$ cat src/rtl/led_arbiter.sv
// led_arbiter: three-requester round-robin arbiter that lends an 8-bit LED
// bank to one requester at a time. It also drives a heartbeat pattern on
// LEDG[3] while nobody owns the bank.
//
// Request/grant protocol: req[i] is a level request. grant is registered and
// one-hot, or zero when the bank is free. An owner keeps the bank while its
// req stays high. If another requester is pending, the owner is rotated out
// after HOLD_CYCLES contiguous grant cycles. No request is remembered once
// its req level drops.
//
// Ports:
//   CLOCK_50   in   1  clock; all state updates on the rising edge
//   RESET_N    in   1  asynchronous active-low reset
//   req        in   3  level request; bit i belongs to requester i
//   data_0..2  in   8  LED pattern offered by each requester
//   grant      out  3  registered one-hot grant (zero when idle)
//   busy       out  1  |grant
//   LEDG       out  8  registered LED drive
//   dbg_state  out  1  FSM state (0 = IDLE, 1 = OWNED)
module led_arbiter #(
  parameter int unsigned HOLD_CYCLES   = 50_000_000,
  parameter int unsigned HEARTBEAT_DIV = 25_000_000
) (
  input  logic       CLOCK_50,
  input  logic       RESET_N,
  input  logic [2:0] req,
  input  logic [7:0] data_0,
  input  logic [7:0] data_1,
  input  logic [7:0] data_2,
  output logic [2:0] grant,
  output logic       busy,
  output logic [7:0] LEDG,
  output logic       dbg_state
);

  typedef enum logic {
    IDLE  = 1'b0,
    OWNED = 1'b1
  } state_e;

  localparam logic [31:0] HOLD_MAX = 32'(HOLD_CYCLES - 1);
  localparam logic [31:0] HB_MAX   = 32'(HEARTBEAT_DIV - 1);

  state_e      state_q, state_d;
  logic [2:0]  grant_q, grant_d;
  logic [1:0]  last_q, last_d;
  logic [31:0] hold_q, hold_d;
  logic [31:0] hb_cnt_q, hb_cnt_d;
  logic        hb_q, hb_d;
  logic [7:0]  ledg_q, ledg_d;

  // Round-robin search of mask starting at from+1 (mod 3), wrapping back to
  // from last. Returns {found, index}.
  function automatic logic [2:0] rr_pick(input logic [2:0] mask,
                                         input logic [1:0] from);
    logic [1:0] idx;
    logic [2:0] res;
    res = 3'b000;
    idx = from;
    for (int k = 0; k < 3; k++) begin
      idx = (idx == 2'd2) ? 2'd0 : idx + 2'd1;
      if (!res[2] && mask[idx]) res = {1'b1, idx};
    end
    return res;
  endfunction

  // In OWNED, last_q is always the current owner's index.
  logic [2:0] own_mask;
  logic [2:0] others;
  logic [2:0] pick_any;
  logic [2:0] pick_oth;
  logic       own_req;

  assign own_mask = 3'b001 << last_q;
  assign others   = req & ~own_mask;
  assign pick_any = rr_pick(req, last_q);
  assign pick_oth = rr_pick(others, last_q);
  assign own_req  = |(req & own_mask);

  always_comb begin
    state_d = state_q;
    grant_d = grant_q;
    last_d  = last_q;
    hold_d  = hold_q;
    unique case (state_q)
      IDLE: begin
        if (pick_any[2]) begin
          state_d = OWNED;
          grant_d = 3'b001 << pick_any[1:0];
          last_d  = pick_any[1:0];
          hold_d  = 32'd0;
        end
      end
      OWNED: begin
        if ((!own_req || hold_q == HOLD_MAX) && pick_oth[2]) begin
          // Hand over directly, without passing through IDLE.
          grant_d = 3'b001 << pick_oth[1:0];
          last_d  = pick_oth[1:0];
          hold_d  = 32'd0;
        end else if (!own_req) begin
          state_d = IDLE;
          grant_d = 3'b000;
          hold_d  = 32'd0;
        end else if (hold_q != HOLD_MAX) begin
          // Saturates at HOLD_MAX, so a lone owner keeps the bank forever.
          hold_d = hold_q + 32'd1;
        end
      end
      default: begin
        state_d = IDLE;
        grant_d = 3'b000;
      end
    endcase
  end

  // Heartbeat runs in both states.
  always_comb begin
    hb_cnt_d = hb_cnt_q + 32'd1;
    hb_d     = hb_q;
    if (hb_cnt_q == HB_MAX) begin
      hb_cnt_d = 32'd0;
      hb_d     = ~hb_q;
    end
  end

  // The LED source follows the grant that is already registered, so the
  // new owner takes over one cycle after its grant appears.
  always_comb begin
    ledg_d = {4'b0000, hb_q, 3'b000};
    unique case (grant_q)
      3'b001:  ledg_d = data_0;
      3'b010:  ledg_d = data_1;
      3'b100:  ledg_d = data_2;
      default: ledg_d = {4'b0000, hb_q, 3'b000};
    endcase
  end

  always_ff @(posedge CLOCK_50 or negedge RESET_N) begin
    if (!RESET_N) begin
      state_q  <= IDLE;
      grant_q  <= 3'b000;
      last_q   <= 2'd2;  // requester 0 gets first priority after reset
      hold_q   <= 32'd0;
      hb_cnt_q <= 32'd0;
      hb_q     <= 1'b0;
      ledg_q   <= 8'h00;
    end else begin
      state_q  <= state_d;
      grant_q  <= grant_d;
      last_q   <= last_d;
      hold_q   <= hold_d;
      hb_cnt_q <= hb_cnt_d;
      hb_q     <= hb_d;
      ledg_q   <= ledg_d;
    end
  end

  assign grant     = grant_q;
  assign busy      = |grant_q;
  assign LEDG      = ledg_q;
  assign dbg_state = state_q;

endmodule
$ cat config.mk
export PLATFORM = sky130hd
export DESIGN_NAME = led_arbiter
export DESIGN_NICKNAME = d
export VERILOG_FILES = /design/src/rtl/led_arbiter.sv
export SDC_FILE = /design/constraint.sdc
export NUM_CORES = 1
export LEC_CHECK = 0
export CAP_MARGIN = 20
export CORE_MARGIN = 1.5
export CORE_UTILIZATION = 57
export CTS_CLUSTER_DIAMETER = 200
export DETAILED_ROUTE_END_ITERATION = 8
export DONT_BUFFER_PORTS = 1
export PLACE_DENSITY_LB_ADDON = 0.12
export SLEW_MARGIN = 20
export SYNTH_ARGS = -nofsm -noshare
export SYNTH_HDL_FRONTEND = slang
export SYNTH_SLANG_ARGS = --single-unit
$ cat constraint.sdc
create_clock -name CLOCK_50 -period 2.1 [get_ports CLOCK_50]
set_input_delay 0.315 -clock CLOCK_50 [delete_from_list [all_inputs] [get_ports CLOCK_50]]
set_output_delay 0.315 -clock CLOCK_50 [all_outputs]
set_load 0.03 [all_outputs]
==> results of run 1 <==
kinds of logic (layout without fill, tap and decap cells):
family	after synthesis	count (layout)	share of synthesized area
simple gates	203	203	0.267
fa+ha+maj	2	2	0.00601
flops	79	79	0.475
mux	4	4	0.0105
compound gates	74	74	0.117
xor+xnor	44	44	0.0926
buf+inv	30	74	0.0322
cells in the mapped netlist, drive strengths merged, types with 2 or more instances:
master	instances	area [sq um]
a21o	3	22.5
a21oi	17	85.1
a22o	2	17.5
a22oi	7	52.6
and2	3	18.8
and3	17	106
and4	5	43.8
buf	8	51.3
clkbuf	12	45.0
dfrtp	78	1950
ha	2	25.0
inv	10	37.5
mux2	3	33.8
nand2	32	120
nand2b	2	12.5
nand3	25	125
nand3b	2	15.0
nand4	19	119
nor2	44	165
nor2b	4	25.0
nor3	14	75.1
nor4	12	96.3
nor4b	7	61.3
o211ai	3	22.5
o21a	4	37.5
o21ai	25	125
o21bai	2	15.0
o31ai	3	22.5
or2	2	12.5
or3	8	50.1
or4	4	30.0
xnor2	22	193
xor2	22	193
sequential cells by signal, summed over array words and instances (netlist names):
register / count
hold_q: 32
hb_cnt_q: 32
dbg_state: 1
LEDG: 8
hb_q: 1
grant: 3
last_q: 2
worst min path at each step:
stage                     cells after the start  slack (ps)                      to
final                                         0        -350  hold_q[29]$_DFFE_PN0P_
after global placement                        0          20  hold_q[29]$_DFFE_PN0P_
after detailed placement                      0          20  hold_q[29]$_DFFE_PN0P_
after CTS                                     0        -360       LEDG[7]$_DFF_PN0_
after global routing                          0        -370  hold_q[29]$_DFFE_PN0P_
after floorplan                               0          20       LEDG[0]$_DFF_PN0_
routing by layer:
metal | GRT usage | wire length, um | up-vias
li1 | - | - | 1651
met1 | 0.357 | 4630 | 1716
met2 | 0.371 | 4210 | 93
met3 | 0.0308 | 366 | 11
met4 | 0.0838 | 69 | 0
met5 | 0 | 0 | -
layout by cell type, fill, tap and decap left out, drive strengths merged, types with 3 or more instances in the layout:
| cell type | synthesis | layout |
|---|---|---|
| nor4b | 7 | 7 |
| o211ai | 3 | 3 |
| mux2 | 3 | 3 |
| or4 | 4 | 4 |
| nand2 | 32 | 32 |
| nand3 | 25 | 25 |
| and2 | 3 | 3 |
| xor2 | 22 | 22 |
| or3 | 8 | 8 |
| nor2b | 4 | 4 |
| dfrtp | 78 | 78 |
| xnor2 | 22 | 22 |
| nor4 | 12 | 12 |
| o21a | 4 | 4 |
| a21oi | 17 | 17 |
| o31ai | 3 | 3 |
| and3 | 17 | 17 |
| nor2 | 44 | 44 |
| nor3 | 14 | 14 |
| a21o | 3 | 3 |
| clkbuf | 12 | 11 |
| o21ai | 25 | 25 |
| and4 | 5 | 5 |
| a22oi | 7 | 7 |
| inv | 10 | 12 |
| buf | 8 | 47 |
| nand4 | 19 | 19 |
layout make-up:
cell class | count | area [sq um] | area share
clock buffers | 10 | 128 | 0.0262
multi-input cells | 327 | 2160 | 0.443
inverters | 10 | 37.5 | 0.00770
clock inverters | 6 | 42.5 | 0.00872
well taps | 96 | 120 | 0.0246
flip-flops and latches | 79 | 1980 | 0.406
repair buffers | 48 | 410 | 0.0842
per-stage QoR:
step           hold slack, ps  instances  area, sq um   util
2_1_floorplan            19.4        436         4170      -
3_3_place_gp             20.8        554         4530  0.653
3_5_place_dp             21.0        554         4530  0.653
4_1_cts                  -363        572         4730  0.681
5_1_grt                  -369        576         4880  0.702
6_report                 -351        576         4880  0.702
repair_timing:
action | 4_1_cts | 5_1_grt
endpoints found under the setup margin | 33 | 23
cloned | 0 | 1
pin swaps | 2 | 6
endpoints found under the hold margin | 79 | 79
gates resized for setup | 3 | 19
buffers inserted | 2 | 3
power groups by stage:
| stage | sequential, W | clock (W) | combinational, W |
|---|---|---|---|
| 2_1_floorplan | 0.00190 | 0 | 0.000619 |
| 3_3_place_gp | 0.00191 | 0 | 0.000822 |
| 3_5_place_dp | 0.00192 | 0 | 0.000833 |
| 4_1_cts | 0.00189 | 0.00103 | 0.000837 |
| 5_1_grt | 0.00191 | 0.00110 | 0.00103 |
| 6_report | 0.00189 | 0.00101 | 0.000951 |
==> qor.txt, run 1 <==
===========================================================================================
Outcome                                                                        complete, but fails checks
Violated checks                                                                 hold timing
Layout cells sized above 1                                                            0.192
Root buffer cell                                                                   clkbuf_8
Reg-to-reg critical path startpoint                                            hold_q[9]$_DFFE_PN0P_
Kind of capture point of the worst setup path                                      register
Data arrival time of the worst path                                                 2330 ps
End point of the critical path                                                 hold_q[22]$_DFFE_PN0P_
I/O Pins                                                                                 42
Setup TNS                                                                              0 ps
Insertion delay to the later sink of the worst-skew pair                             350 ps
EDFF count, synth                                                                         0
Logic gate share of total power                                                       0.248
Clock period minus final worst setup slack                                          2070 ps
Area growth, synth to finish                                                          17.2%
Number of fill cells in the layout                                                      568
Synthesized area                                                                 4160 sq um
DRC Markers                                                                               0
Crit-path slowest cell                                                                or4_1
Critical path's top delay family                                               simple AND/OR/NAND/NOR gates
Diode count                                                                               0
Warning count from the yosys run                                                          0
Power density over the cells                                                    788 nW/um^2
Share of synthesized flip-flops with an asynchronous set or reset                      1.00
Number of global-route vias before repair                                              3213
GRT Resource Usage Total                                                              0.242
Number of placement rows                                                                 30
Worst reg-to-reg setup slack                                                          30 ps
Critical path data required time                                                    2370 ps
Global-route wire length before repair                                             14800 um
Reg-to-Reg End                                                                 hold_q[22]$_DFFE_PN0P_
Max_slew headroom                                                                     0.601
Leading register cell type out of synthesis                                         dfrtp_1
Total count of max-transition violations in the final report                              0
Power share of the clock group                                                        0.262
Post-DP HPWL                                                                        6310 um
Area of the core                                                                 6940 sq um
Clk sinks                                                                                79
Crit path depth                                                                           6
Initial Util                                                                          0.599
Largest net degree at the start of global routing                                        80
Synthesized netlist net count                                                           467
Distinct cells, synth                                                                    52
Clock tree buffer depth                                                                   2
Die W                                                                               88.4 um
Global-route congestion overflow total                                                    0
Net switching power                                                               0.00133 W
Max H-tree Level                                                                          3
Sequential share of power                                                             0.491
Final-layout worst hold slack                                                       -351 ps
Max-cap check violation count                                                             0
Internal power of the cells                                                       0.00251 W
Critical-path maximum fanout                                                              5
Crit path buf inv count                                                                   1
Worst reg-to-reg path cell count                                                          6
Critical path class                                                              reg -> reg
Net count, final                                                                        506
Crit path setup slack, layout                                                       32.8 ps
Setup repair after global routing missed its margin                                     yes
Static leakage                                                                      2.13 nW
Routability cong.                                                                     0.839
Detailed-routing iteration count for the pre-antenna-repair pass                          6
Peak supply drop                                                                     411 uV
Critical Path Source                                                           hold_q[9]$_DFFE_PN0P_
Initial antenna violation count                                                           0
CTS clk-pin slew, worst paths                                                         90 ps
TritonCTS buffer count                                                                    9
Placement-stage worst setup slack                                                   -126 ps
Achievable clock frequency                                                        0.484 GHz
Fraction of power spent switching nets                                                0.347
Clock skew after layout                                                             15.3 ps
DR WL/cell                                                                          16.1 um
Number of nets with antenna violations after routing                                      0
DIE AREA                                                                         7820 sq um
Total via count after detailed routing                                                 3471
CTS tree                                                                               done
Cells traversed along the worst timing path                                    buf_4, and3_1, nand3_2, or3_4, or4_1, a21oi_1
Final wirelength                                                                    9270 um
Register bit total from synthesis                                                        79
Critical Path Max Stage Delay                                                        500 ps
Path category of the worst min-delay check                                      in -> async
Power, Total                                                                      0.00384 W
Final hold viol count                                                                    79
Tightest Pin Transition                                                              597 ps
Category of the worst setup path launch point                                      register
Share of the cycle needed by the critical path after routing                          0.984
Number of design-rule violations left by the first detailed-router iteration            178
Y dimension of the die                                                              88.4 um
Part of the Yosys area used for sequential elements                                   0.475
Final setup violation count                                                               0
Cells after Synth                                                                       436
Mapped Avg Cell Area                                                             9.54 sq um
Routed vias/inst                                                                       6.03
Port Buffer Count                                                                         0
===========================================================================================
(Power assumes the default switching activity.)
==> run 2: changes to the inputs <==
--- a/config.mk
+++ b/config.mk
@@ -7,7 +7,7 @@
 export LEC_CHECK = 0
 export CAP_MARGIN = 20
 export CORE_MARGIN = 1.5
-export CORE_UTILIZATION = 57
+export CORE_UTILIZATION = 34
 export CTS_CLUSTER_DIAMETER = 200
 export DETAILED_ROUTE_END_ITERATION = 8
 export DONT_BUFFER_PORTS = 1
==> qor.txt, run 2 (synthesis gave the netlist of run 1 again) <==
===========================================================================================
Outcome                                                                        complete, but fails checks   unchanged
Violated checks                                                                 hold timing   unchanged
Area growth, synth to finish                                                          27.8%   was 17.2%
Worst reg-to-reg setup slack                                                          20 ps   was 30 ps
TritonCTS buffer count                                                                    9   unchanged
Logic gate share of total power                                                       0.229   was 0.248
Cells traversed along the worst timing path                                    nor4_2, buf_4, nand4_1, buf_6, nor4_4, nor3_2, or2_4, a22o_1   was buf_4, and3_1, nand3_2, or3_4, or4_1, a21oi_1
Post-placement cell count                                                               624   was 554
CTS clk-pin slew, worst paths                                                         60 ps   was 90 ps
Clock tree buffer depth                                                                   2   unchanged
Clk sinks                                                                                79   unchanged
Initial Util                                                                          0.348   was 0.599
Largest net degree at the start of global routing                                        80   unchanged
Area of the core                                                                12000 sq um   was 6940 sq um
Global-route congestion overflow total                                                    0   unchanged
Final wirelength                                                                   10400 um   was 9270 um
DIE AREA                                                                        12900 sq um   was 7820 sq um
Commonest non-fill, non-tap cell in the layout                                      dfrtp_1   unchanged
Sequential share of power                                                             0.427   was 0.491
Setup TNS                                                                              0 ps   unchanged
CTS tree                                                                               done   unchanged
Number of nets with antenna violations after routing                                      0   unchanged
Number of design-rule violations left by the first detailed-router iteration            234   was 178
Crit path setup slack, layout                                                       21.2 ps   was 32.8 ps
Post-DP HPWL                                                                        7130 um   was 6310 um
Placement-stage worst setup slack                                                   -129 ps   was -126 ps
I/O Pins                                                                                 42   unchanged
GRT Resource Usage Total                                                              0.168   was 0.242
Root buffer cell                                                                  clkbuf_16   was clkbuf_8
Insertion delay to the later sink of the worst-skew pair                             340 ps   was 350 ps
Total via count after detailed routing                                                 3485   was 3471
Critical path's top delay family                                               simple AND/OR/NAND/NOR gates   unchanged
Final-layout worst hold slack                                                       -333 ps   was -351 ps
Power, Total                                                                      0.00442 W   was 0.00384 W
Net count, final                                                                        531   was 506
Tightest Pin Transition                                                              562 ps   was 597 ps
Achievable clock frequency                                                        0.481 GHz   was 0.484 GHz
Commonest cells after routing, fill and taps aside                             dfrtp_1 (77), buf_4 (62), nor2_1 (42), nand2_1 (31)   was dfrtp_1 (77), buf_4 (43), nor2_1 (42), nand2_1 (32), o21ai_0 (25)
Detailed-routing iteration count for the pre-antenna-repair pass                          4   was 6
Port Buffer Count                                                                         0   unchanged
Diode count                                                                               0   unchanged
Max H-tree Level                                                                          3   unchanged
Power density over the cells                                                    832 nW/um^2   was 788 nW/um^2
Max_slew headroom                                                                     0.625   was 0.601
Data arrival time of the worst path                                                 2310 ps   was 2330 ps
Initial antenna violation count                                                           0   unchanged
Final setup violation count                                                               0   unchanged
Fraction of power spent switching nets                                                0.331   was 0.347
Post-layout instance count excluding filler cells                                       652   was 576
Clock skew after layout                                                             6.02 ps   was 15.3 ps
Critical path data required time                                                    2330 ps   was 2370 ps
Layout cells sized above 1                                                            0.261   was 0.192
Critical-path maximum fanout                                                              5   unchanged
DR WL/cell                                                                          15.9 um   was 16.1 um
Setup repair after global routing missed its margin                                     yes   unchanged
Routability cong.                                                                     0.851   was 0.839
Number of placement rows                                                                 40   was 30
Net switching power                                                               0.00147 W   was 0.00133 W
Number of global-route vias before repair                                              3410   was 3213
Share of the cycle needed by the critical path after routing                          0.990   was 0.984
Clock period minus final worst setup slack                                          2080 ps   was 2070 ps
Routed vias/inst                                                                       5.35   was 6.03
DRC Markers                                                                               0   unchanged
Final hold viol count                                                                    79   unchanged
Critical path class                                                              reg -> reg   unchanged
Crit-path slowest cell                                                              dfrtp_1   was or4_1
Peak supply drop                                                                     327 uV   was 411 uV
Static leakage                                                                      2.31 nW   was 2.13 nW
Internal power of the cells                                                       0.00296 W   was 0.00251 W
Path category of the worst min-delay check                                      in -> async   unchanged
Y dimension of the die                                                               114 um   was 88.4 um
Total count of max-transition violations in the final report                              0   unchanged
Critical Path Max Stage Delay                                                        390 ps   was 500 ps
Max-cap check violation count                                                             0   unchanged
Global-route wire length before repair                                             17100 um   was 14800 um
Category of the worst setup path launch point                                      register   unchanged
Crit path buf inv count                                                                   2   was 1
Power share of the clock group                                                        0.344   was 0.262
Kind of capture point of the worst setup path                                      register   unchanged
Die W                                                                                114 um   was 88.4 um
===========================================================================================
## run 2: through the flow
stage | util | hold WS [ps] | cell area (sq um)
after floorplan | - | 19.4 | 4170
after global placement | 0.396 | 21.0 | 4740
after detailed placement | 0.396 | 21.2 | 4740
after CTS | 0.423 | -349 | 5060
after global routing | 0.445 | -346 | 5320
final | 0.445 | -333 | 5320
## run 2: path summary, 6_finish.rpt
check,from,cells past startpoint,endpoint
max in group asynchronous,RESET_N,0,last_q[1]$_DFFE_PN1P_
worst max-delay path,hold_q[9]$_DFFE_PN0P_,8,hold_q[26]$_DFFE_PN0P_
worst min-delay path,RESET_N,0,dbg_state$_DFF_PN0_
min in group CLOCK_50,data_2[5],2,LEDG[5]$_DFF_PN0_
worst min register to register,hb_cnt_q[0]$_DFF_PN0_,1,hb_cnt_q[0]$_DFF_PN0_
worst max register to register,hold_q[9]$_DFFE_PN0P_,8,hold_q[26]$_DFFE_PN0P_
## run 2: area by class of cell
type                    instances  area (sq um)
fillers                      1179          6640
multi-input cells             328          2230
flip-flops and latches         79          1980
repair buffers                 72           599
clock buffers                   9           225
well taps                     147           184
clock inverters                 7          61.3
inverters                      10          37.5
## run 2: what timing repair did
| item | CTS | global route |
|---|---|---|
| endpoints found under the hold margin | 79 | 79 |
| resized for setup | 4 | 47 |
| endpoints found under the setup margin | 33 | 34 |
| pin swaps | 1 | 21 |
| cloned | 0 | 1 |
| setup buffers | 1 | 10 |
## run 2: power by group through the flow
stage / Sequential [W] / Clock, W / Combinational [W]
final: 0.00189 / 0.00152 / 0.00101
after CTS: 0.00189 / 0.00156 / 0.000942
after global placement: 0.00192 / 0 / 0.000910
after detailed placement: 0.00192 / 0 / 0.000921
after global routing: 0.00192 / 0.00163 / 0.00113
after floorplan: 0.00190 / 0 / 0.000619
## run 2: layer usage
layer / wire [um] / up-vias / GRT usage / share of wire
met3: 393 / 17 / 0.0255 / 0.038
met4: 217 / 0 / 0.0725 / 0.021
met1: 5160 / 1682 / 0.237 / 0.50
met5: 0 / - / 0 / 0
li1: - / 1709 / - / -
met2: 4600 / 77 / 0.255 / 0.44
